`src/rtl/digit_scan_if.sv`:
```
// digit_scan_if: scan controls in, decoder drive and frame pulse out
interface digit_scan_if;
    logic        run;
    logic [15:0] digits;
    logic [3:0]  blank_mask;
    logic        sel_a;
    logic        sel_b;
    logic        dec_en;
    logic [3:0]  nibble;
    logic        frame_done;
    modport master (output run, digits, blank_mask, input sel_a, sel_b, dec_en, nibble, frame_done);
    modport slave  (input run, digits, blank_mask, output sel_a, sel_b, dec_en, nibble, frame_done);
endinterface

```
`src/rtl/digit_scan_ctrl.sv`:
```
// digit_scan_ctrl: 4-digit multiplexed scan with a blanking gap before every digit
module digit_scan_ctrl #(
    parameter int PRESCALE  = 1000,
    parameter int BLANK_CYC = 16
) (
    input logic        clk,
    input logic        rst,
    digit_scan_if.slave bus
);
    localparam int MAXC = PRESCALE > BLANK_CYC ? PRESCALE : BLANK_CYC;
    localparam int CW   = $clog2(MAXC);
    typedef enum logic [1:0] {IDLE, BLANK, SHOW} state_t;
    state_t        state, nxt_state;
    logic [1:0]    idx, nxt_idx;
    logic [CW-1:0] cnt, nxt_cnt;
    logic          blank_last, show_last, en_d, fd_d;
    logic          dec_en, frame_done;
    logic [3:0]    nibble, nib_d;
    assign blank_last = cnt == CW'(BLANK_CYC - 1);
    assign show_last  = cnt == CW'(PRESCALE - 1);
    always_ff @(posedge clk or posedge rst)
        if (rst) begin
            state      <= IDLE;
            idx        <= '0;
            cnt        <= '0;
            dec_en     <= 1'b0;
            frame_done <= 1'b0;
            nibble     <= '0;
        end else begin
            state      <= nxt_state;
            idx        <= nxt_idx;
            cnt        <= nxt_cnt;
            dec_en     <= en_d;
            frame_done <= fd_d;
            nibble     <= nib_d;
        end
    always_comb begin
        nxt_state = state;
        nxt_idx   = idx;
        nxt_cnt   = cnt + 1'b1;
        if (!bus.run) begin
            nxt_state = IDLE;
            nxt_idx   = '0;
            nxt_cnt   = '0;
        end else if (state != BLANK && state != SHOW) begin
            nxt_state = BLANK;
            nxt_idx   = '0;
            nxt_cnt   = '0;
        end else if (state == BLANK && blank_last) begin
            nxt_state = SHOW;
            nxt_cnt   = '0;
        end else if (state == SHOW && show_last) begin
            nxt_state = BLANK;
            nxt_idx   = idx + 1'b1;
            nxt_cnt   = '0;
        end
    end
    // outputs are registered from the next-state values so they line up with the state they describe
    always_comb begin
        en_d  = nxt_state == SHOW && !bus.blank_mask[nxt_idx];
        fd_d  = nxt_state == SHOW && nxt_idx == 2'd3 && nxt_cnt == CW'(PRESCALE - 1);
        nib_d = (state == BLANK && nxt_state == SHOW) ? bus.digits[{idx, 2'b00} +: 4] : nibble;
    end
    assign bus.sel_a      = idx[1];
    assign bus.sel_b      = idx[0];
    assign bus.dec_en     = dec_en;
    assign bus.frame_done = frame_done;
    assign bus.nibble     = nibble;
endmodule

```
`src/flat_wrapper.sv`:
```
// flat-port wrapper written by rule: the top's interface ports become plain ports
module digit_scan_ctrl_flat 
#(
    parameter int PRESCALE  = 1000,
    parameter int BLANK_CYC = 16
)
  (clk, rst, bus_run, bus_digits, bus_blank_mask, bus_sel_a, bus_sel_b, bus_dec_en, bus_nibble, bus_frame_done);
  digit_scan_if bus_i ();
  input logic clk;
  input logic rst;
  input wire logic [$bits(bus_i.run)-1:0] bus_run;
  input wire logic [$bits(bus_i.digits)-1:0] bus_digits;
  input wire logic [$bits(bus_i.blank_mask)-1:0] bus_blank_mask;
  output wire logic [$bits(bus_i.sel_a)-1:0] bus_sel_a;
  output wire logic [$bits(bus_i.sel_b)-1:0] bus_sel_b;
  output wire logic [$bits(bus_i.dec_en)-1:0] bus_dec_en;
  output wire logic [$bits(bus_i.nibble)-1:0] bus_nibble;
  output wire logic [$bits(bus_i.frame_done)-1:0] bus_frame_done;
  assign bus_i.run = bus_run;
  assign bus_i.digits = bus_digits;
  assign bus_i.blank_mask = bus_blank_mask;
  assign bus_sel_a = bus_i.sel_a;
  assign bus_sel_b = bus_i.sel_b;
  assign bus_dec_en = bus_i.dec_en;
  assign bus_nibble = bus_i.nibble;
  assign bus_frame_done = bus_i.frame_done;
  digit_scan_ctrl #(.PRESCALE(PRESCALE), .BLANK_CYC(BLANK_CYC)) u_core (.clk(clk), .rst(rst), .bus(bus_i));
endmodule
```
`config.mk`:
```
export PLATFORM = sky130hd
export DESIGN_NAME = digit_scan_ctrl_flat
export DESIGN_NICKNAME = d
export VERILOG_FILES = /design/src/rtl/digit_scan_if.sv /design/src/rtl/digit_scan_ctrl.sv /design/src/flat_wrapper.sv
export SDC_FILE = /design/constraint.sdc
export NUM_CORES = 1
export LEC_CHECK = 0
export BUFFER_PORTS_ARGS = -buffer_cell sky130_fd_sc_hd__buf_2
export CAP_MARGIN = 20
export CORE_ASPECT_RATIO = 1.5
export CORE_MARGIN = 3
export CORE_UTILIZATION = 40
export DETAILED_ROUTE_END_ITERATION = 10
export GPL_TIMING_DRIVEN = 0
export SLEW_MARGIN = 20
export SYNTH_ARGS = -nofsm -noshare
export SYNTH_HDL_FRONTEND = slang
export SYNTH_SLANG_ARGS = --single-unit
```
`constraint.sdc`:
```
create_clock -name clk -period 4.65 [get_ports clk]
set_input_delay 0.6975 -clock clk [delete_from_list [all_inputs] [get_ports clk]]
set_output_delay 0.6975 -clock clk [all_outputs]
set_load 0.02 [all_outputs]
```
Word level (Yosys, flattened, before mapping)
Cells that the tools add are included.
{"block": "word_totals", "out_inout_bits": 8, "elab_cells": 41, "inputBits": 23, "ff_bits": 20}
{"block": "classes", "shift": 1, "reduce_logical": 8, "muxes": 14, "magnitude_cmp": 1, "eq_ne": 9, "n_addsub": 2}
{"op": "2-to-1 mux 10 bit", "count": 4}
{"op": "== test 10 bit (second input constant)", "count": 2}
{"op": "2-to-1 mux 2 bit", "count": 8}
{"op": "indexed part select 16 x 5 -> 4 bit", "count": 1}
{"op": "adder 10 x 1 -> 10 bit (second input constant)", "count": 1}
{"op": "== test 10 x 4 -> 1 bit (second input constant)", "count": 1}
{"op": "logical AND 1 bit", "count": 7}
{"op": "== test 2 bit (second input constant)", "count": 3}
{"op": "less-than comparator 2 x 3 -> 1 bit (second input constant)", "count": 1}
{"op": "adder 2 x 1 -> 2 bit (second input constant)", "count": 1}
{"op": "binary-select mux 1 bit (select 2 bit)", "count": 1}
{"op": "== test 2 x 1 -> 1 bit (second input constant)", "count": 1}
{"op": "!= test 2 x 1 -> 1 bit (second input constant)", "count": 1}
{"op": "!= test 2 bit (second input constant)", "count": 1}
{"op": "logical NOT 1 bit", "count": 1}
{"op": "2-to-1 mux 1 bit", "count": 1}

Longest topological paths before layout
Gate-level depths: netlist of run 1.
{"block": "depth", "ltp_word": 10, "depth_mapped": 8, "ltp_nobuf": 7}

Worst setup path after synthesis of run 1
No wires, ideal clock.
{"block": "synth_path", "path_kind": "flip-flop to flip-flop", "from": "reg u_core.state[1]", "to": "reg u_core.nibble[0], in the netlist u_core.bus.nibble[0]", "stages_incl_launch_ff": 9, "setup_slack_ns": 2.561, "n_path_buf": 1, "required_ns": 4.522, "arrival_time_ns": 1.961, "setup_time_ns": 0.128, "synth_period_minus_slack_ns": 2.089, "cell_sequence": "dfrtp_1 -> inv_1 -> ha_1 -> or4b_1 -> or3_1 -> clkbuf_1 -> nand2_1 -> nand3_1 -> mux2_1"}
{"block": "synth_between", "elab_chain_len": 8, "word_cells_on_any_way": 13, "classes_between": "5 x eq/ne; 4 x mux; 4 x reduce/logical"}
{"element": "from (decl)", "line": "digit_scan_ctrl.sv:13", "text": "state_t state, nxt_state;"}
{"element": "from (signal assigned)", "line": "digit_scan_ctrl.sv:30", "text": "state <= nxt_state;"}
{"element": "== test 2 bit", "line": "digit_scan_ctrl.sv:52", "text": "end else if (state == SHOW && show_last) begin"}
{"element": "logical AND 1 bit", "line": "digit_scan_ctrl.sv:52"}
{"element": "2-to-1 mux 2 bit", "line": "digit_scan_ctrl.sv:52"}
{"element": "2-to-1 mux 2 bit", "line": "digit_scan_ctrl.sv:49", "text": "end else if (state == BLANK && blank_last) begin"}
{"element": "2-to-1 mux 2 bit", "line": "digit_scan_ctrl.sv:45", "text": "end else if (state != BLANK && state != SHOW) begin"}
{"element": "2-to-1 mux 2 bit", "line": "digit_scan_ctrl.sv:41", "text": "if (!bus.run) begin"}
{"element": "== test 2 bit", "line": "digit_scan_ctrl.sv:62", "text": "nib_d = (state == BLANK && nxt_state == SHOW) ? bus.digits[{idx, 2'b00} +: 4] : nibble;"}
{"element": "logical AND 1 bit (*)", "line": "digit_scan_ctrl.sv:62"}
{"element": "to (signal assigned)", "line": "digit_scan_ctrl.sv:35", "text": "nibble <= nib_d;"}
{"element": "to (decl)", "line": "digit_scan_ctrl.sv:18", "text": "logic [3:0] nibble, nib_d;"}
Every way passes the cells marked *; elsewhere a longest branch is shown, timed or not.
A chain may end at the register's enable or synchronous reset.

Final worst setup path of run 1
{"block": "layout_path", "from": "reg u_core.state[1]", "to": "reg u_core.nibble[1], in the netlist u_core.bus.nibble[1]"}
The elaborated chain is that of the path after synthesis.

==> results of run 1 <==
## final cells by class
type,count,area [µm²],area share
multi-input combinational,78,633,0.445
sequential,20,500,0.351
inverter,5,18.8,0.0132
clock buffer,4,55.1,0.0387
timing repair buffer,30,150,0.105
buffer,5,20.0,0.0141
tap,37,46.3,0.0325
## state kept, by name (all words and copies together), names as in the netlist
| name | count |
|---|---|
| u_core.bus.frame_done | 1 |
| u_core.bus.nibble | 4 |
| u_core.cnt | 10 |
| u_core.idx | 2 |
| u_core.state | 2 |
| u_core.bus.dec_en | 1 |
## critical path: cells and delay by family, from the launching register on
| kind | cells | cell delay [ns] |
|---|---|---|
| buffers and inverters | 2 | 0.25 |
| muxes | 1 | 0.37 |
| adders and majority gates | 1 | 0.17 |
| DFF | 1 | 0.40 |
| and+or+nand+nor | 4 | 1.02 |
## layout by cell type, fill, tap and decap left out, types with 3 or more instances in the layout
| cell | synthesis | layout |
|---|---|---|
| buf_2 | 1 | 31 |
| clkbuf_1 | 4 | 4 |
| clkbuf_8 | 0 | 4 |
| dfrtp_1 | 20 | 20 |
| ha_1 | 3 | 3 |
| inv_1 | 5 | 5 |
| mux2_1 | 4 | 4 |
| mux4_2 | 4 | 4 |
| nand2_1 | 7 | 7 |
| nand3_1 | 6 | 6 |
| nor2_1 | 13 | 13 |
| nor2b_1 | 3 | 3 |
| or3_1 | 3 | 3 |
| xnor2_1 | 5 | 5 |
| xor2_1 | 5 | 5 |
## where the power goes
part,switching (W),leakage (nW),internal [W],total [W]
combinational,0.0000133,0.365,0.0000132,0.0000265
clock,0.0000592,0.0288,0.0000754,0.000135
sequential,0.00000167,0.277,0.000176,0.000177
total,0.0000742,0.671,0.000264,0.000338
## kinds of logic after synthesis
logic type / after synthesis
and+or+nand+nor: 45
DFF: 20
AOI/OAI and AO/OA: 10
xor gates and xnor gates: 10
buffers and inverters: 10
muxes: 10
adders and majority gates: 3
## path summary, 6_finish.rpt
kind / endpoint / slack [ns] / depth (start not counted)
max reg2reg: u_core.bus.nibble[1] / 2.32 / 8
min in group asynchronous: u_core.cnt[7] / 0.58 / 2
min reg2reg: u_core.bus.nibble[3] / 0.49 / 1
min: u_core.bus.nibble[3] / 0.49 / 1
max in group asynchronous: u_core.idx[0] / 3.57 / 2
max: u_core.bus.nibble[1] / 2.32 / 8
## through the flow
step                power [W]  utilization  instances  hold slack, ns  setup WS [ns]
detailed placement   0.000208        0.501        175           0.479           2.32
global placement     0.000207        0.501        175           0.476           2.34
global route         0.000355        0.521        179           0.514           2.16
finish               0.000338        0.521        179           0.495           2.32
floorplan            0.000195            -        108           0.470           2.56
CTS                  0.000343        0.521        179           0.499           2.30
## routing by layer
layer | vias to the layer above | track usage | part of all wire
li1 | 453 | - | -
met3 | 4 | 0.0246 | 0.053
met5 | - | 0 | 0
met4 | 0 | 0.0431 | 0.012
met1 | 468 | 0.165 | 0.39
met2 | 35 | 0.283 | 0.54
==> impl_metrics.csv, run 1 <==
group,metric,value,unit
outcome,outcome,"finished, final reports clean",
cells_and_area,n_antenna_cell,0,
worst_setup_path,cp.arrival,2.47,ns
worst_setup_path,worst_setup_path_end_kind,"register",
drt,viasPerCell,5.36,
die,ioPinCount,31,
die,die_height,72.3,µm
synthesis,synthTopCellsByArea,"dfrtp_1, mux4_2, nor2_1",
synthesis,yosysWarningCount,0,
power,p_leak,0.671,nW
die,row_count,23,
die,die_w,50.2,µm
synthesis,synth_most_common_cell,"dfrtp_1",
synthesis,synthXorXnorAreaFrac,0.0747,
global_routing,grt_overflow,0,
clocking,cts_resized,0,
placed_design,port_buffers,30,
drt,drc,0,
clocking,cts_tree,"yes",
global_routing,grt_start_max_net_pins,21,
clocking,clkSinkCount,20,
cells_and_area,finalNetCount,169,
worst_hold_path,min_path_type,"register to register",
clocking,cts_root_buffer,"clkbuf_8",
timing,finalSetupTns,0,ns
synthesis,async_flop_share,1.00,
synthesis,synth_edf_count,0,
placed_design,dpl.hpwl,1910,µm
run,cap_violations,0,
drt,drtAntennaViolNets,0,
timing,fin_crit,2.33,ns
worst_setup_path,startpoint_type,"register",
synthesis,syn-num-nets,134,
placed_design,place_area,1370,µm²
timing,clock_skew,0.00838,ns
die,die_area,3630,µm²
cells_and_area,stdcell_area,1420,µm²
synthesis,synth_area_leader_cell,"dfrtp_1",
power,ir_drop,167,µV
global_routing,grtUsageTotal,0.149,
synthesis,ys_seq_area_frac,0.427,
worst_setup_path,worstPathCellList,"inv_1 -> ha_1 -> or4b_1 -> or3_1 -> clkbuf_1 -> nand2_1 -> nand3_1 -> mux2_1",
synthesis,synth_mux_area_frac,0.132,
synthesis,synth-simple-area-share,0.233,
clocking,postCtsSetupBuffers,0,
drt,drtIter0Drc,21,
worst_setup_path,crit_path_start,"u_core.state[1]",
timing,max_slew_margin,0.463,
drt,routed_wl,2410,µm
drt,vias,960,
synthesis,synth_top_family_by_area,"simple AND/OR/NAND/NOR gates",
drt,drtPass1Iterations,4,
power,power_density,238,nW/µm²
synthesis,ys_ff_latch,20,
synthesis,synth-main-ff-cell,"dfrtp_1",
synthesis,syn_area,1170,µm²
timing,finalSetupViolCount,0,
synthesis,ys_types,33,
clocking,hold_buffers,0,
worst_setup_path,required,4.79,ns
clocking,cts_buffers,3,
worst_setup_path,cpMaxStageDelayCell,"or4b_1",
timing,max_freq,430,MHz
synthesis,yosys-top-cells-count,"dfrtp_1, nor2_1, nand2_1",
cells_and_area,drive_gt1_frac,0.303,
synthesis,synth_compound_area_frac,0.0683,
global_routing,grt_pass1_vias,1004,
placed_design,place.gp.congestion,0.824,
cells_and_area,syn_to_final_growth,21.5,%
synthesis,avgSynthCellArea,10.9,µm²
worst_setup_path,cpPeakStageDelay,0.43,ns
timing,finalCritPeriodShare,0.500,
global_routing,antenna_found_initial,0,
synthesis,synthAdderAreaFrac,0.0320,
worst_setup_path,path_max_fanout,6,
clocking,clock_path_buffers,2,
timing,finalMaxSlewViolations,0,
clocking,clock_latency,0.26,ns
timing,rsz0062_at_grt,"false",
global_routing,grt_pass1_wl,4210,µm
drt,wl_per_cell,13.5,µm
die,start_util,0.429,
clocking,cts_max_level,1,
cells_and_area,fillers,256,
timing,hold_viol_final,0,
worst_hold_path,hp-start,"u_core.bus.nibble[3]",
worst_setup_path,r2r_start,"u_core.state[1]",
worst_setup_path,critical_path_class,"register to register",
die,core,2730,µm²
synthesis,syn_inst,108,
synthesis,synth_top_area_share,0.427,
clocking,clk_pin_slew,0.08,ns
timing,worst_pin_slew,0.804,ns
No activity file was read; power rests on OpenSTA's default activity.
==> run 2, diff against run 1 <==
--- a/config.mk
+++ b/config.mk
@@ -12,6 +12,7 @@
 export CORE_UTILIZATION = 40
 export DETAILED_ROUTE_END_ITERATION = 10
 export GPL_TIMING_DRIVEN = 0
+export PLACE_DENSITY = 0.66
 export SLEW_MARGIN = 20
 export SYNTH_ARGS = -nofsm -noshare
 export SYNTH_HDL_FRONTEND = slang
==> constraint.sdc (replaced) <==
create_clock -name clk -period 2.01 [get_ports clk]
set_input_delay 0.3015 -clock clk [delete_from_list [all_inputs] [get_ports clk]]
set_output_delay 0.3015 -clock clk [all_outputs]
set_load 0.02 [all_outputs]
==> run 2 against run 1 <==
The run now ends with setup timing left; via count is 4.1% higher; count of clock-buffer cells in the layout stayed put; utilization is 9.1 points higher; maximum frequency is 9.7% higher; critical endpoint is now u_core.bus.nibble[2]; largest power group unchanged.
==> impl_metrics.csv, run 2 (synthesis results as in run 1) <==
group,metric,value,unit
clocking,clock_path_buffers,2,
outcome,outcome,"finished with violations",
global_routing,grtUsageTotal,0.161,
timing,hold_viol_final,0,
die,ioPinCount,31,
power,power_density,485,nW/µm²
global_routing,grt_pass1_wl,4530,µm
clocking,cts_tree,"yes",
cells_and_area,multi_input_area,771,µm²
die,die_height,72.3,µm
drt,wl_per_cell,14.9,µm
clocking,cts_root_buffer,"clkbuf_8",
cells_and_area,n_antenna_cell,0,
clocking,cts_max_level,1,
worst_setup_path,critical_path_class,"register to register",
cells_and_area,regMostFlops,"u_core.cnt",
placed_design,place.gp.congestion,0.837,
timing,max_slew_margin,0.487,
die,die_w,50.2,µm
timing,finalMaxSlewViolations,0,
outcome,violations,"setup timing",
cells_and_area,most-common-layout-cells,"buf_2, dfrtp_1, buf_4, nor2_1, nand2_1",
drt,drc,0,
global_routing,grt_pass1_vias,1075,
timing,finalCritPeriodShare,1.06,
worst_hold_path,min_path_type,"primary input to asynchronous set/reset pin",
placed_design,dpl.hpwl,1900,µm
global_routing,grt_overflow,0,
power,ir_drop,470,µV
cells_and_area,syn_to_final_growth,42.6,%
worst_setup_path,crit_path_start,"u_core.state[0]",
global_routing,grt_start_max_net_pins,21,
timing,max_freq,472,MHz
worst_setup_path,r2r_start,"u_core.state[0]",
drt,routed_wl,2850,µm
drt,vias,999,
cells_and_area,largest_reg_flops,10,
clocking,clkSinkCount,20,
clocking,cts_buffers,3,
worst_setup_path,cp.arrival,2.27,ns
cells_and_area,drive_gt1_frac,0.519,
timing,clock_skew,0.00662,ns
worst_setup_path,path_max_fanout,5,
worst_setup_path,required,2.15,ns
global_routing,antenna_found_initial,0,
die,core,2730,µm²
cells_and_area,final_common_cell,"buf_2",
placed_design,pre_cts_slack,-0.206,ns
run,cap_violations,0,
timing,fin_ws,-0.111,ns
cells_and_area,top_regs,"u_core.cnt x10, u_core.bus.nibble x4",
timing,worst_pin_slew,0.769,ns
timing,finalSetupViolCount,7,
timing,rsz0062_at_grt,"true",
die,row_count,23,
power,power,0.000811,W
clocking,hold_buffers,0,
placed_design,port_buffers,30,
clocking,clock_latency,0.26,ns
cells_and_area,fillers,221,
drt,drtIter0Drc,12,
cells_and_area,regArea,502,µm²
worst_setup_path,startpoint_type,"register",
drt,drtAntennaViolNets,0,
timing,fin_crit,2.12,ns
clocking,clk_pin_slew,0.08,ns
cells_and_area,finalNetCount,181,
worst_setup_path,worst_setup_path_end_kind,"register",
drt,drtPass1Iterations,4,
die,start_util,0.429,
power,p_leak,0.770,nW
drt,viasPerCell,5.23,
die,die_area,3630,µm²
## run 2: repair_timing
action | 4_1_cts | 5_1_grt
resized for setup | 18 | 14
buffers inserted | 6 | 9
hold endpoints to repair | 0 | 0
pin swaps | 5 | 7
gates cloned | 0 | 0
endpoints found under the setup margin | 15 | 17
## run 2: per-layer routing
| metal | vias to the layer above | share of wire | global-route usage |
|---|---|---|---|
| met4 | 0 | 0.028 | 0.0831 |
| met5 | - | 0 | 0 |
| met1 | 477 | 0.40 | 0.193 |
| li1 | 476 | - | - |
| met2 | 36 | 0.52 | 0.273 |
| met3 | 10 | 0.054 | 0.0267 |
## run 2: through the flow
stage	hold WS [ns]	area, µm²	utilization	setup TNS (ns)	std cells
CTS	0.189	1530	0.560	-0.487	183
detailed placement	0.479	1380	0.503	-1.44	175
finish	0.166	1670	0.611	-0.619	191
global route	0.230	1670	0.611	-2.00	191
global placement	0.468	1380	0.503	-1.16	175
floorplan	0.265	1180	-	-0.175	108
## run 2: where the power goes
| part | internal (W) | total, W | switching, W |
|---|---|---|---|
| Combinational | 0.0000480 | 0.0000899 | 0.0000419 |
| Sequential | 0.000407 | 0.000411 | 0.00000457 |
| Clock | 0.000175 | 0.000310 | 0.000135 |
| Total | 0.000629 | 0.000811 | 0.000182 |
## run 2: area by class of cell
| type | instances | share of cell area |
|---|---|---|
| multi-input cells | 78 | 0.461 |
| flip-flops and latches | 20 | 0.300 |
| plain buffers | 2 | 0.00524 |
| well taps | 37 | 0.0277 |
| inverters | 5 | 0.0112 |
| clock buffers | 4 | 0.0329 |
| repair buffers | 45 | 0.162 |
## run 2: final timing paths
check                                  endpoint  slack [ns]  depth (start not counted)
max                        u_core.bus.nibble[2]       -0.11                          7
min                               u_core.idx[0]        0.17                          2
max reg2reg                u_core.bus.nibble[2]       -0.11                          7
min reg2reg                u_core.bus.nibble[1]        0.51                          1
max in group asynchronous       u_core.state[0]        1.32                          2
min in group clk                u_core.state[0]        0.35                          2
## run 2: critical path, cell delays in order (launching register included)
cell	delay, ns
dfrtp_2	0.40
buf_6	0.11
ha_4	0.12
or4b_4	0.45
or3_4	0.40
nand2_4	0.10
nand3_4	0.10
mux2_4	0.32
==> run 3, diff against run 2 <==
--- a/config.mk
+++ b/config.mk
@@ -9,10 +9,10 @@
 export CAP_MARGIN = 20
 export CORE_ASPECT_RATIO = 1.5
 export CORE_MARGIN = 3
-export CORE_UTILIZATION = 40
+export CORE_UTILIZATION = 45
 export DETAILED_ROUTE_END_ITERATION = 10
 export GPL_TIMING_DRIVEN = 0
-export PLACE_DENSITY = 0.66
+export PLACE_DENSITY = 0.73
 export SLEW_MARGIN = 20
 export SYNTH_ARGS = -nofsm -noshare
 export SYNTH_HDL_FRONTEND = slang
==> run 3 against run 2 <==
Final area decreased by 1.2%; the flow still finishes with violations (setup timing); largest power group unchanged; largest cell class unchanged; count of clock-buffer cells in the layout is 1 lower; non-clock buffer count shrank 2; clock power up 9.4%; critical path depth unchanged; sequential power about the same; routed wire length decreased by 0.28%; combinational power shrank 5.3%; hold slack got worse by 0.070 ns.
==> impl_metrics.csv, run 3 (synthesis results as in run 1) <==
group,metric,value,unit
outcome,violations,"setup timing",
global_routing,grt_overflow,0,
timing,whs,0.0964,ns
timing,finalCritPeriodShare,1.04,
worst_setup_path,cp.arrival,2.32,ns
global_routing,grt_start_max_net_pins,21,
clocking,cts_max_level,1,
die,start_util,0.473,
worst_setup_path,path_max_fanout,5,
clocking,cts_tree,"yes",
global_routing,grtUsageTotal,0.187,
power,switching_power,0.000182,W
worst_setup_path,required,2.23,ns
die,die_w,47.7,µm
clocking,clock_latency,0.32,ns
timing,fin_crit,2.09,ns
timing,finalSetupViolCount,6,
cells_and_area,instances_no_fill,176,
timing,clock_skew,0.0131,ns
worst_setup_path,worst_setup_path_end_kind,"register",
power,ir_drop,396,µV
die,ioPinCount,31,
power,p_leak,0.761,nW
drt,wl_per_cell,16.1,µm
worst_setup_path,critical_path_class,"register to register",
timing,max_freq,478,MHz
clocking,clk_pin_slew,0.13,ns
cells_and_area,final_common_cell,"buf_2",
power,pwr-share-clk,0.406,
drt,routed_wl,2840,µm
cells_and_area,most-common-layout-cells,"buf_2, dfrtp_1, nor2_1, buf_4",
global_routing,grt_pass1_wl,4330,µm
global_routing,antenna_found_initial,0,
clocking,cts_buffers,3,
cells_and_area,n_antenna_cell,0,
placed_design,place_area,1360,µm²
timing,max_slew_margin,0.481,
cells_and_area,finalNetCount,179,
clocking,clock_path_buffers,2,
clocking,cts_root_buffer,"clkbuf_4",
clocking,hold_buffers,0,
drt,viasPerCell,5.80,
power,power,0.000835,W
placed_design,place.gp.congestion,0.776,
timing,fin_ws,-0.0841,ns
cells_and_area,regMostFlops,"u_core.cnt",
placed_design,port_buffers,30,
timing,hold_viol_final,0,
die,die_area,3270,µm²
global_routing,grt_pass1_vias,1000,
power,p_seq_frac,0.492,
timing,worst_pin_slew,0.777,ns
die,core,2480,µm²
cells_and_area,stdcell_area,1650,µm²
placed_design,placed_cells,162,
cells_and_area,drive_gt1_frac,0.520,
drt,drtAntennaViolNets,0,
cells_and_area,syn_to_final_growth,40.9,%
drt,drc,0,
cells_and_area,fillers,176,
worst_setup_path,startpoint_type,"register",
outcome,outcome,"finished with violations",
cells_and_area,top_regs,"u_core.cnt x10, u_core.bus.nibble x4",
timing,rsz0062_at_grt,"true",
die,row_count,22,
drt,drtPass1Iterations,4,
worst_hold_path,min_path_type,"primary input to asynchronous set/reset pin",
power,power_density,506,nW/µm²
run,cap_violations,0,
cells_and_area,largest_reg_flops,10,
power,combPwrFrac,0.102,
power,p_int,0.000653,W
placed_design,dpl.hpwl,1920,µm
power,sw_frac_of_total,0.218,
drt,vias,1021,
die,die_height,68.5,µm
clocking,clkSinkCount,20,
drt,drtIter0Drc,24,
timing,finalMaxSlewViolations,0,
-- run 3: cell types whose count changed in the layout (fill, tap and decap cells not counted), moves of 2 or more --
cell | before | now
buf_4 | 13 | 10
clkbuf_4 | 0 | 3
clkbuf_8 | 4 | 0
nand3_1 | 5 | 3
nand3_2 | 0 | 2
-- run 3: cell type report --
type	count	area, µm²	area share
Timing Repair Buffer	43	259	0.157
Clock inverter	1	30.0	0.0182
Inverter	5	18.8	0.0114
Clock buffer	3	22.5	0.0136
Buffer	2	8.76	0.00530
Tap cell	24	30.0	0.0182
Multi-Input combinational cell	78	781	0.473
Sequential cell	20	502	0.304
-- run 3: power groups by stage --
stage,clock network (W),logic (W),registers (W)
after floorplan,0,0.0000323,0.000419
after global placement,0,0.0000615,0.000418
after detailed placement,0,0.0000640,0.000418
after CTS,0.000338,0.0000760,0.000412
after global routing,0.000354,0.0000943,0.000412
final,0.000339,0.0000851,0.000411
-- run 3: timing repair --
item	in CTS	in global routing
pin swaps	10	12
resized for setup	23	12
setup buffers	8	5
setup endpoints to repair	16	17
-- run 3: per-stage QoR --
| stage | setup TNS, ns | setup slack (ns) | util |
|---|---|---|---|
| floorplan | -0.175 | -0.0373 | - |
| detailed placement | -1.53 | -0.239 | 0.548 |
| global route | -0.771 | -0.155 | 0.667 |
| global placement | -1.08 | -0.212 | 0.548 |
| finish | -0.417 | -0.0841 | 0.667 |
| CTS | -0.539 | -0.0856 | 0.625 |
-- run 3: path summary, 6_finish.rpt --
path / from / endpoint / slack, ns / depth (start not counted)
worst max-delay path: u_core.state[1] / u_core.bus.nibble[0] / -0.08 / 7
worst min-delay path: rst / u_core.bus.nibble[2] / 0.1 / 2
worst max register to register: u_core.state[1] / u_core.bus.nibble[0] / -0.08 / 7
worst min register to register: u_core.cnt[0] / u_core.cnt[0] / 0.52 / 1
max in group asynchronous: rst / u_core.state[0] / 1.36 / 2
min in group clk: bus_run / u_core.state[0] / 0.26 / 2
-- run 3: worst max-delay path, cell delays in order, from the launching register on --
cell and delay, ns:
dfrtp_1 0.43, inv_2 0.09, ha_4 0.13, or4b_1 0.42, or3_4 0.41, nand2_4 0.10, nand3_4 0.10, mux2_4 0.32
-- run 3: per-layer routing --
layer	global-route usage	vias up	part of all wire
met3	0.0234	6	0.048
met1	0.217	509	0.40
met5	0	-	0
met2	0.337	36	0.53
met4	0.0707	0	0.017
li1	-	470	-
